### config.mk
export PLATFORM = sky130hd
export DESIGN_NAME = btb_update_ctrl_flat
export DESIGN_NICKNAME = d
export VERILOG_FILES = /design/src/rtl/btb_update_ctrl_if.sv /design/src/rtl/btb_update_ctrl.sv /design/src/flat_wrapper.sv
export SDC_FILE = /design/constraint.sdc
export NUM_CORES = 1
export LEC_CHECK = 0
export CORE_MARGIN = 1.5
export CORE_UTILIZATION = 45
export CTS_CLUSTER_DIAMETER = 120
export DETAILED_ROUTE_END_ITERATION = 8
export MAX_ROUTING_LAYER = met4
export PLACE_DENSITY = 0.84
export SLEW_MARGIN = 20
export SYNTH_ARGS = -nofsm -noshare
export SYNTH_HDL_FRONTEND = slang
export SYNTH_SLANG_ARGS = --single-unit
export TNS_END_PERCENT = 10
### constraint.sdc
create_clock -name clk -period 4.8 [get_ports clk]
set_input_delay 0.48 -clock clk [delete_from_list [all_inputs] [get_ports clk]]
set_output_delay 0.48 -clock clk [all_outputs]
set_load 0.005 [all_outputs]
### src/rtl/btb_update_ctrl_if.sv
// Bundle between EX branch resolution, the BTB storage port and the update controller.
// The master side is the surrounding pipeline/storage; the slave side is btb_update_ctrl.
interface btb_update_ctrl_if #(
    parameter int INDEX_W = 5,
    parameter int TAG_W   = 25
);
    logic               flush_req;
    logic               upd_valid;
    logic               upd_ready;
    logic [31:0]        upd_pc;
    logic               upd_taken;
    logic [31:0]        upd_target;
    logic [TAG_W-1:0]   rd_tag;
    logic [1:0]         rd_cnt;
    logic               tbl_we;
    logic [INDEX_W-1:0] tbl_index;
    logic [TAG_W-1:0]   tbl_tag;
    logic [31:0]        tbl_target;
    logic [1:0]         tbl_cnt;
    logic               busy;

    modport master (
        output flush_req, upd_valid, upd_pc, upd_taken, upd_target, rd_tag, rd_cnt,
        input  upd_ready, tbl_we, tbl_index, tbl_tag, tbl_target, tbl_cnt, busy
    );

    modport slave (
        input  flush_req, upd_valid, upd_pc, upd_taken, upd_target, rd_tag, rd_cnt,
        output upd_ready, tbl_we, tbl_index, tbl_tag, tbl_target, tbl_cnt, busy
    );
endinterface

### src/rtl/btb_update_ctrl.sv
// BTB write sequencer: invalidate sweep after reset/flush, then drains an in-order queue
// of EX branch resolutions as read-modify-writes on the single table write port.
module btb_update_ctrl #(
    parameter int INDEX_W = 5,
    parameter int TAG_W   = 32 - INDEX_W - 2,
    parameter int QDEPTH  = 2
) (
    input  logic              clk,
    input  logic              reset,
    btb_update_ctrl_if.slave  bus
);
    localparam int PTR_W = (QDEPTH > 1) ? $clog2(QDEPTH) : 1;
    localparam int CNT_W = $clog2(QDEPTH + 1);

    localparam logic [0:0] ST_SWEEP = 1'b0;
    localparam logic [0:0] ST_RUN   = 1'b1;

    localparam logic [PTR_W-1:0]   PTR_LAST = PTR_W'(QDEPTH - 1);
    localparam logic [CNT_W-1:0]   Q_FULL   = CNT_W'(QDEPTH);
    localparam logic [INDEX_W-1:0] IDX_LAST = '1;

    logic [0:0]         state_reg, state_next;
    logic [INDEX_W-1:0] sweep_idx_reg, sweep_idx_next;
    logic [PTR_W-1:0]   head_reg, head_next;
    logic [PTR_W-1:0]   tail_reg, tail_next;
    logic [CNT_W-1:0]   count_reg, count_next;

    logic [31:0] q_pc_reg     [QDEPTH];
    logic        q_taken_reg  [QDEPTH];
    logic [31:0] q_target_reg [QDEPTH];

    logic               in_run;
    logic               push;
    logic               pop;
    logic [31:0]        head_pc;
    logic               head_taken;
    logic [31:0]        head_target;
    logic [INDEX_W-1:0] head_index;
    logic [TAG_W-1:0]   head_tag;
    logic               head_hit;
    logic               head_never;
    logic [1:0]         cnt_inc;
    logic [1:0]         cnt_dec;

    function automatic logic [PTR_W-1:0] ptr_inc(input logic [PTR_W-1:0] p);
        return (p == PTR_LAST) ? '0 : p + 1'b1;
    endfunction

    assign in_run      = !reset && (state_reg == ST_RUN);
    assign pop         = in_run && (count_reg != '0);
    // A flush in the same cycle discards the handshake even though ready was shown.
    assign push        = in_run && bus.upd_valid && bus.upd_ready && !bus.flush_req;

    assign head_pc     = q_pc_reg[head_reg];
    assign head_taken  = q_taken_reg[head_reg];
    assign head_target = q_target_reg[head_reg];
    assign head_index  = head_pc[INDEX_W+1:2];
    assign head_tag    = head_pc[31:INDEX_W+2];
    assign head_hit    = (bus.rd_tag == head_tag);
    assign head_never  = &head_tag;
    assign cnt_inc     = (bus.rd_cnt == 2'b11) ? 2'b11 : bus.rd_cnt + 2'b01;
    assign cnt_dec     = (bus.rd_cnt == 2'b00) ? 2'b00 : bus.rd_cnt - 2'b01;

    always_comb begin
        bus.tbl_we     = 1'b0;
        bus.tbl_index  = '0;
        bus.tbl_tag    = '0;
        bus.tbl_target = '0;
        bus.tbl_cnt    = '0;
        bus.busy       = reset || (state_reg == ST_SWEEP);
        bus.upd_ready  = in_run && (count_reg < Q_FULL);
        if (!reset) begin
            if (state_reg == ST_SWEEP) begin
                // All-ones tag can never match a real PC, so swept entries never hit.
                bus.tbl_we    = 1'b1;
                bus.tbl_index = sweep_idx_reg;
                bus.tbl_tag   = '1;
                bus.tbl_cnt   = 2'b01;
            end else if (pop) begin
                bus.tbl_index = head_index;
                if (!bus.flush_req && !head_never) begin
                    if (head_hit) begin
                        bus.tbl_we     = 1'b1;
                        bus.tbl_tag    = head_tag;
                        bus.tbl_target = head_target;
                        bus.tbl_cnt    = head_taken ? cnt_inc : cnt_dec;
                    end else if (head_taken) begin
                        bus.tbl_we     = 1'b1;
                        bus.tbl_tag    = head_tag;
                        bus.tbl_target = head_target;
                        bus.tbl_cnt    = 2'b10;
                    end
                end
            end
        end
    end

    always_comb begin
        state_next     = state_reg;
        sweep_idx_next = sweep_idx_reg;
        head_next      = head_reg;
        tail_next      = tail_reg;
        count_next     = count_reg;
        if (bus.flush_req) begin
            state_next     = ST_SWEEP;
            sweep_idx_next = '0;
            head_next      = '0;
            tail_next      = '0;
            count_next     = '0;
        end else if (state_reg == ST_SWEEP) begin
            sweep_idx_next = sweep_idx_reg + 1'b1;
            if (sweep_idx_reg == IDX_LAST) begin
                state_next = ST_RUN;
            end
        end else begin
            if (push) begin
                tail_next = ptr_inc(tail_reg);
            end
            if (pop) begin
                head_next = ptr_inc(head_reg);
            end
            case ({push, pop})
                2'b10:   count_next = count_reg + 1'b1;
                2'b01:   count_next = count_reg - 1'b1;
                default: count_next = count_reg;
            endcase
        end
    end

    always_ff @(posedge clk) begin
        if (reset) begin
            state_reg     <= ST_SWEEP;
            sweep_idx_reg <= '0;
            head_reg      <= '0;
            tail_reg      <= '0;
            count_reg     <= '0;
        end else begin
            state_reg     <= state_next;
            sweep_idx_reg <= sweep_idx_next;
            head_reg      <= head_next;
            tail_reg      <= tail_next;
            count_reg     <= count_next;
        end
    end

    always_ff @(posedge clk) begin
        if (push) begin
            q_pc_reg[tail_reg]     <= bus.upd_pc;
            q_taken_reg[tail_reg]  <= bus.upd_taken;
            q_target_reg[tail_reg] <= bus.upd_target;
        end
    end
endmodule

### src/flat_wrapper.sv
// flat-port wrapper written by rule: the top's interface ports become plain ports
module btb_update_ctrl_flat 
#(
    parameter int INDEX_W = 5,
    parameter int TAG_W   = 32 - INDEX_W - 2,
    parameter int QDEPTH  = 2
)
  (clk, reset, bus_flush_req, bus_upd_valid, bus_upd_pc, bus_upd_taken, bus_upd_target, bus_rd_tag, bus_rd_cnt, bus_upd_ready, bus_tbl_we, bus_tbl_index, bus_tbl_tag, bus_tbl_target, bus_tbl_cnt, bus_busy);
  btb_update_ctrl_if #(.INDEX_W(INDEX_W), .TAG_W(TAG_W)) bus_i ();
  input  logic clk;
  input  logic reset;
  input wire logic [$bits(bus_i.flush_req)-1:0] bus_flush_req;
  input wire logic [$bits(bus_i.upd_valid)-1:0] bus_upd_valid;
  input wire logic [$bits(bus_i.upd_pc)-1:0] bus_upd_pc;
  input wire logic [$bits(bus_i.upd_taken)-1:0] bus_upd_taken;
  input wire logic [$bits(bus_i.upd_target)-1:0] bus_upd_target;
  input wire logic [$bits(bus_i.rd_tag)-1:0] bus_rd_tag;
  input wire logic [$bits(bus_i.rd_cnt)-1:0] bus_rd_cnt;
  output wire logic [$bits(bus_i.upd_ready)-1:0] bus_upd_ready;
  output wire logic [$bits(bus_i.tbl_we)-1:0] bus_tbl_we;
  output wire logic [$bits(bus_i.tbl_index)-1:0] bus_tbl_index;
  output wire logic [$bits(bus_i.tbl_tag)-1:0] bus_tbl_tag;
  output wire logic [$bits(bus_i.tbl_target)-1:0] bus_tbl_target;
  output wire logic [$bits(bus_i.tbl_cnt)-1:0] bus_tbl_cnt;
  output wire logic [$bits(bus_i.busy)-1:0] bus_busy;
  assign bus_i.flush_req = bus_flush_req;
  assign bus_i.upd_valid = bus_upd_valid;
  assign bus_i.upd_pc = bus_upd_pc;
  assign bus_i.upd_taken = bus_upd_taken;
  assign bus_i.upd_target = bus_upd_target;
  assign bus_i.rd_tag = bus_rd_tag;
  assign bus_i.rd_cnt = bus_rd_cnt;
  assign bus_upd_ready = bus_i.upd_ready;
  assign bus_tbl_we = bus_i.tbl_we;
  assign bus_tbl_index = bus_i.tbl_index;
  assign bus_tbl_tag = bus_i.tbl_tag;
  assign bus_tbl_target = bus_i.tbl_target;
  assign bus_tbl_cnt = bus_i.tbl_cnt;
  assign bus_busy = bus_i.busy;
  btb_update_ctrl #(.INDEX_W(INDEX_W), .TAG_W(TAG_W), .QDEPTH(QDEPTH)) u_core (.clk(clk), .reset(reset), .bus(bus_i));
endmodule
==> impl_metrics.tcl <==
set metrics [dict create \
    synth_warnings 0 \
    p_int_mw 2.33 \
    clockPowerShare 0.493 \
    final.min_clock_period_ps 4470 \
    synth_seq_cells 137 \
    drive_above_1_share 0.120 \
    synth_most_common_cell "edfxtp_1" \
    via_per_inst 5.26 \
    gp_congestion 0.825 \
    drc 0 \
    drt-total-wl_um 13900 \
    fin_setup_tns_ps 0 \
    wl_per_cell_um 18.4 \
    dieArea_mm2 0.0142 \
    r2r_end "u_core.q_pc_reg[0][11]$_DFFE_PP_" \
    power.net_switching_mw 0.515 \
    drv_cap 0 \
    syn2layout_area_growth_pct 39.7 \
    vdd_drop_max_v 0.000229 \
    synth-seq-area-share 0.658 \
    cp-endpoint "bus_tbl_target[4]" \
    ant_nets 0 \
    timing.final.crit_share 0.930 \
    synth_top_area_cell "edfxtp_1" \
    die_x_um 119 \
    die_h_um 119 \
    port_buffers 160 \
    required_ps 4320 \
    rows 42 \
    cts_tree "done" \
    clk_pin_slew_ps 50 \
    cts.sinks 137 \
    powerDensity_mw_per_mm2 335 \
    grt_antenna_before_repair 1 \
    rsz0062_at_grt "false" \
    largest_reg_flops 64 \
    startpoint_type "register" \
    first_pass_iters 4 \
    cpPeakStageDelay_ps 810 \
    synthTopCellsByCount "edfxtp_1 (126), mux2i_1 (59), xor2_1 (28), o31ai_1 (25), nor2_1 (22)" \
    gr-usage-all-layers 0.204 \
    cts-buffers-inserted 17 \
    holdBufCountCts 0 \
    ff2ff_path_depth 5 \
    rrSetupSlack_ps 2090 \
    criticalPathCategory "reg -> out" \
    hpwlAfterDp_um 9360 \
    fin_nets 667 \
    combPwrFrac 0.050 \
    p_leak_nw 2.67 \
    utilization 0.642 \
    root_buffer "clkbuf_16" \
    critical_path_arrival_ps 3990 \
    core_mm2 0.0132 \
    netlist_instances 411 \
    hold_viol_final 0 \
    globalRouteOverflowTotal 0 \
    synth-edff-count 126 \
    seqPwrFrac 0.457 \
    slowest_stage "dfxtp_4" \
    io_pins 163 \
    p_sw_frac 0.181 \
    cp_num_cells 8 \
    worst-path-max-fanout 47 \
    setup_violations 0 \
    dr_total_vias 3988 \
    clock.fmax_mhz 224 \
    status "finished clean" \
    rr_startpoint "u_core.state_reg$_SDFF_PP0_" \
    yosysUniqueCellTypes 38 \
    worst_hold_path_type "reg -> reg" \
    synthArstFlopShare 0 \
    cp_num_buf_inv 2 \
    initial_core_util 0.460 \
    synth.area.top_cells "edfxtp_1 (62%), mux2i_1 (9.7%), xor2_1 (4.0%), dfxtp_1 (3.6%), nor3_2 (3.5%)" \
    h-tree-depth 4 \
    slew-limit-headroom 0.364 \
    crit_family "buffers and inverters" \
    clk_latency_ps 400 \
    crit_chain "mux2i_1, xor2_1, nand4_1, nor3_2, a21oi_4, buf_4, nor3_1, clkdlybuf4s50_1" \
    netlist_area_mm2 0.00609 \
    drtIter0Drc 240 \
    crit_path_end_kind "output port" \
    synth_nets 510 \
    fin_skew_ps 7.39 \
    avgSynthCellArea_um2 14.8 \
    grt_max_degree 48 \
    slew_viol_final 0 \
    worst_pin_slew_ps 952 \
    grt_pass1_vias 4157 \
    grt_pass1_wl_um 21500 \
    yosysTopAreaCellShare 0.622 \
    synth_flop_cell "edfxtp_1" \
    clockBufferDepth 2 \
]
-- layout make-up --
type                            count  area (um2)
Sequential cell                   137        4010
Tap cell                          176         220
Clock buffer                       20         447
Multi-Input combinational cell    245        1960
Fill cell                        1005        4740
Clock inverter                     12         199
Timing Repair Buffer              165        1660
Inverter                            2        7.51
Antenna cell                        1        2.50
-- per-layer routing --
| metal | vias up | wire length [um] | track usage |
|---|---|---|---|
| met5 | - | 0 | - |
| met4 | 0 | 321 | 0.0930 |
| met3 | 27 | 958 | 0.0436 |
| met2 | 169 | 6970 | 0.336 |
| met1 | 1906 | 5660 | 0.242 |
| li1 | 1886 | - | - |
-- kinds of logic (layout without fill, tap and decap cells) --
| logic type | count (synthesis) | count (layout) | synth area share |
|---|---|---|---|
| buf+inv | 29 | 199 | 0.0257 |
| fa+ha+maj | 3 | 3 | 0.00617 |
| xor+xnor | 32 | 32 | 0.0461 |
| compound gates | 41 | 41 | 0.0483 |
| other cells | 0 | 1 | 0 |
| mux | 65 | 65 | 0.108 |
| simple gates | 104 | 104 | 0.108 |
| flops | 137 | 137 | 0.658 |
-- cells in the final DEF, fill, tap and decap left out, types with 2 or more instances in the layout --
cell,n
nor2_1,20
nand2_1,6
nand4_1,9
nor3_2,21
mux2i_1,59
bufinv_16,5
or2_2,2
edfxtp_1,126
nor2b_1,12
xor2_1,28
ha_1,3
xnor2_1,4
buf_4,3
o21ai_0,2
nor3_1,13
clkbuf_16,17
clkdlybuf4s50_1,160
dfxtp_1,10
mux2_2,6
and3_1,5
inv_1,2
nor2_4,2
buf_12,2
a21oi_1,7
clkinv_2,3
clkinv_4,3
nand3_1,7
clkbuf_1,2
o31ai_1,25
nand3b_1,2
-- stage by stage --
step / instance area (um2) / total power, mW / hold slack (ps) / cells / worst slack [ps]
final: 8500 / 2.85 / 538 / 758 / 334
after global routing: 8500 / 2.93 / 572 / 758 / 130
after CTS: 8490 / 2.87 / 536 / 757 / 170
after detailed placement: 7850 / 1.47 / 504 / 725 / 619
after global placement: 7850 / 1.46 / 497 / 725 / 688
after floorplan: 6090 / 1.35 / 481 / 411 / 484
-- worst register-to-register path, cell delays in order (launching register included) --
cell and delay (ps):
dfxtp_1 620, nand2b_1 180, nor2_1 150, nand3b_1 270
nor2_4 800, buf_12 340
-- power by group through the flow --
stage	sequential [mW]	combinational, mW	clock, mW
CTS	1.30	0.141	1.43
global placement	1.33	0.136	0
detailed placement	1.33	0.140	0
global route	1.30	0.150	1.48
floorplan	1.33	0.0255	0
finish	1.30	0.142	1.40
-- how the worst min path moves through the flow --
| stage | slack (ps) | cells past startpoint | to | from |
|---|---|---|---|---|
| 3_3_place_gp | 500 | 2 | register | u_core.head_reg$_SDFFE_PP0P_ |
| 6_report | 540 | 2 | register | u_core.head_reg$_SDFFE_PP0P_ |
| 2_1_floorplan | 480 | 2 | register | u_core.head_reg$_SDFFE_PP0P_ |
| 4_1_cts | 540 | 2 | register | u_core.head_reg$_SDFFE_PP0P_ |
| 3_5_place_dp | 500 | 2 | register | u_core.head_reg$_SDFFE_PP0P_ |
| 5_1_grt | 570 | 2 | u_core.sweep_idx_reg[0]$_SDFFE_PP0N_ | u_core.sweep_idx_reg[0]$_SDFFE_PP0N_ |
-- timing repair --
item,CTS,global route
gates resized for setup,0,1
setup buffers,0,0
setup endpoints to repair,0,10
Power figures use the tool's default switching activity.
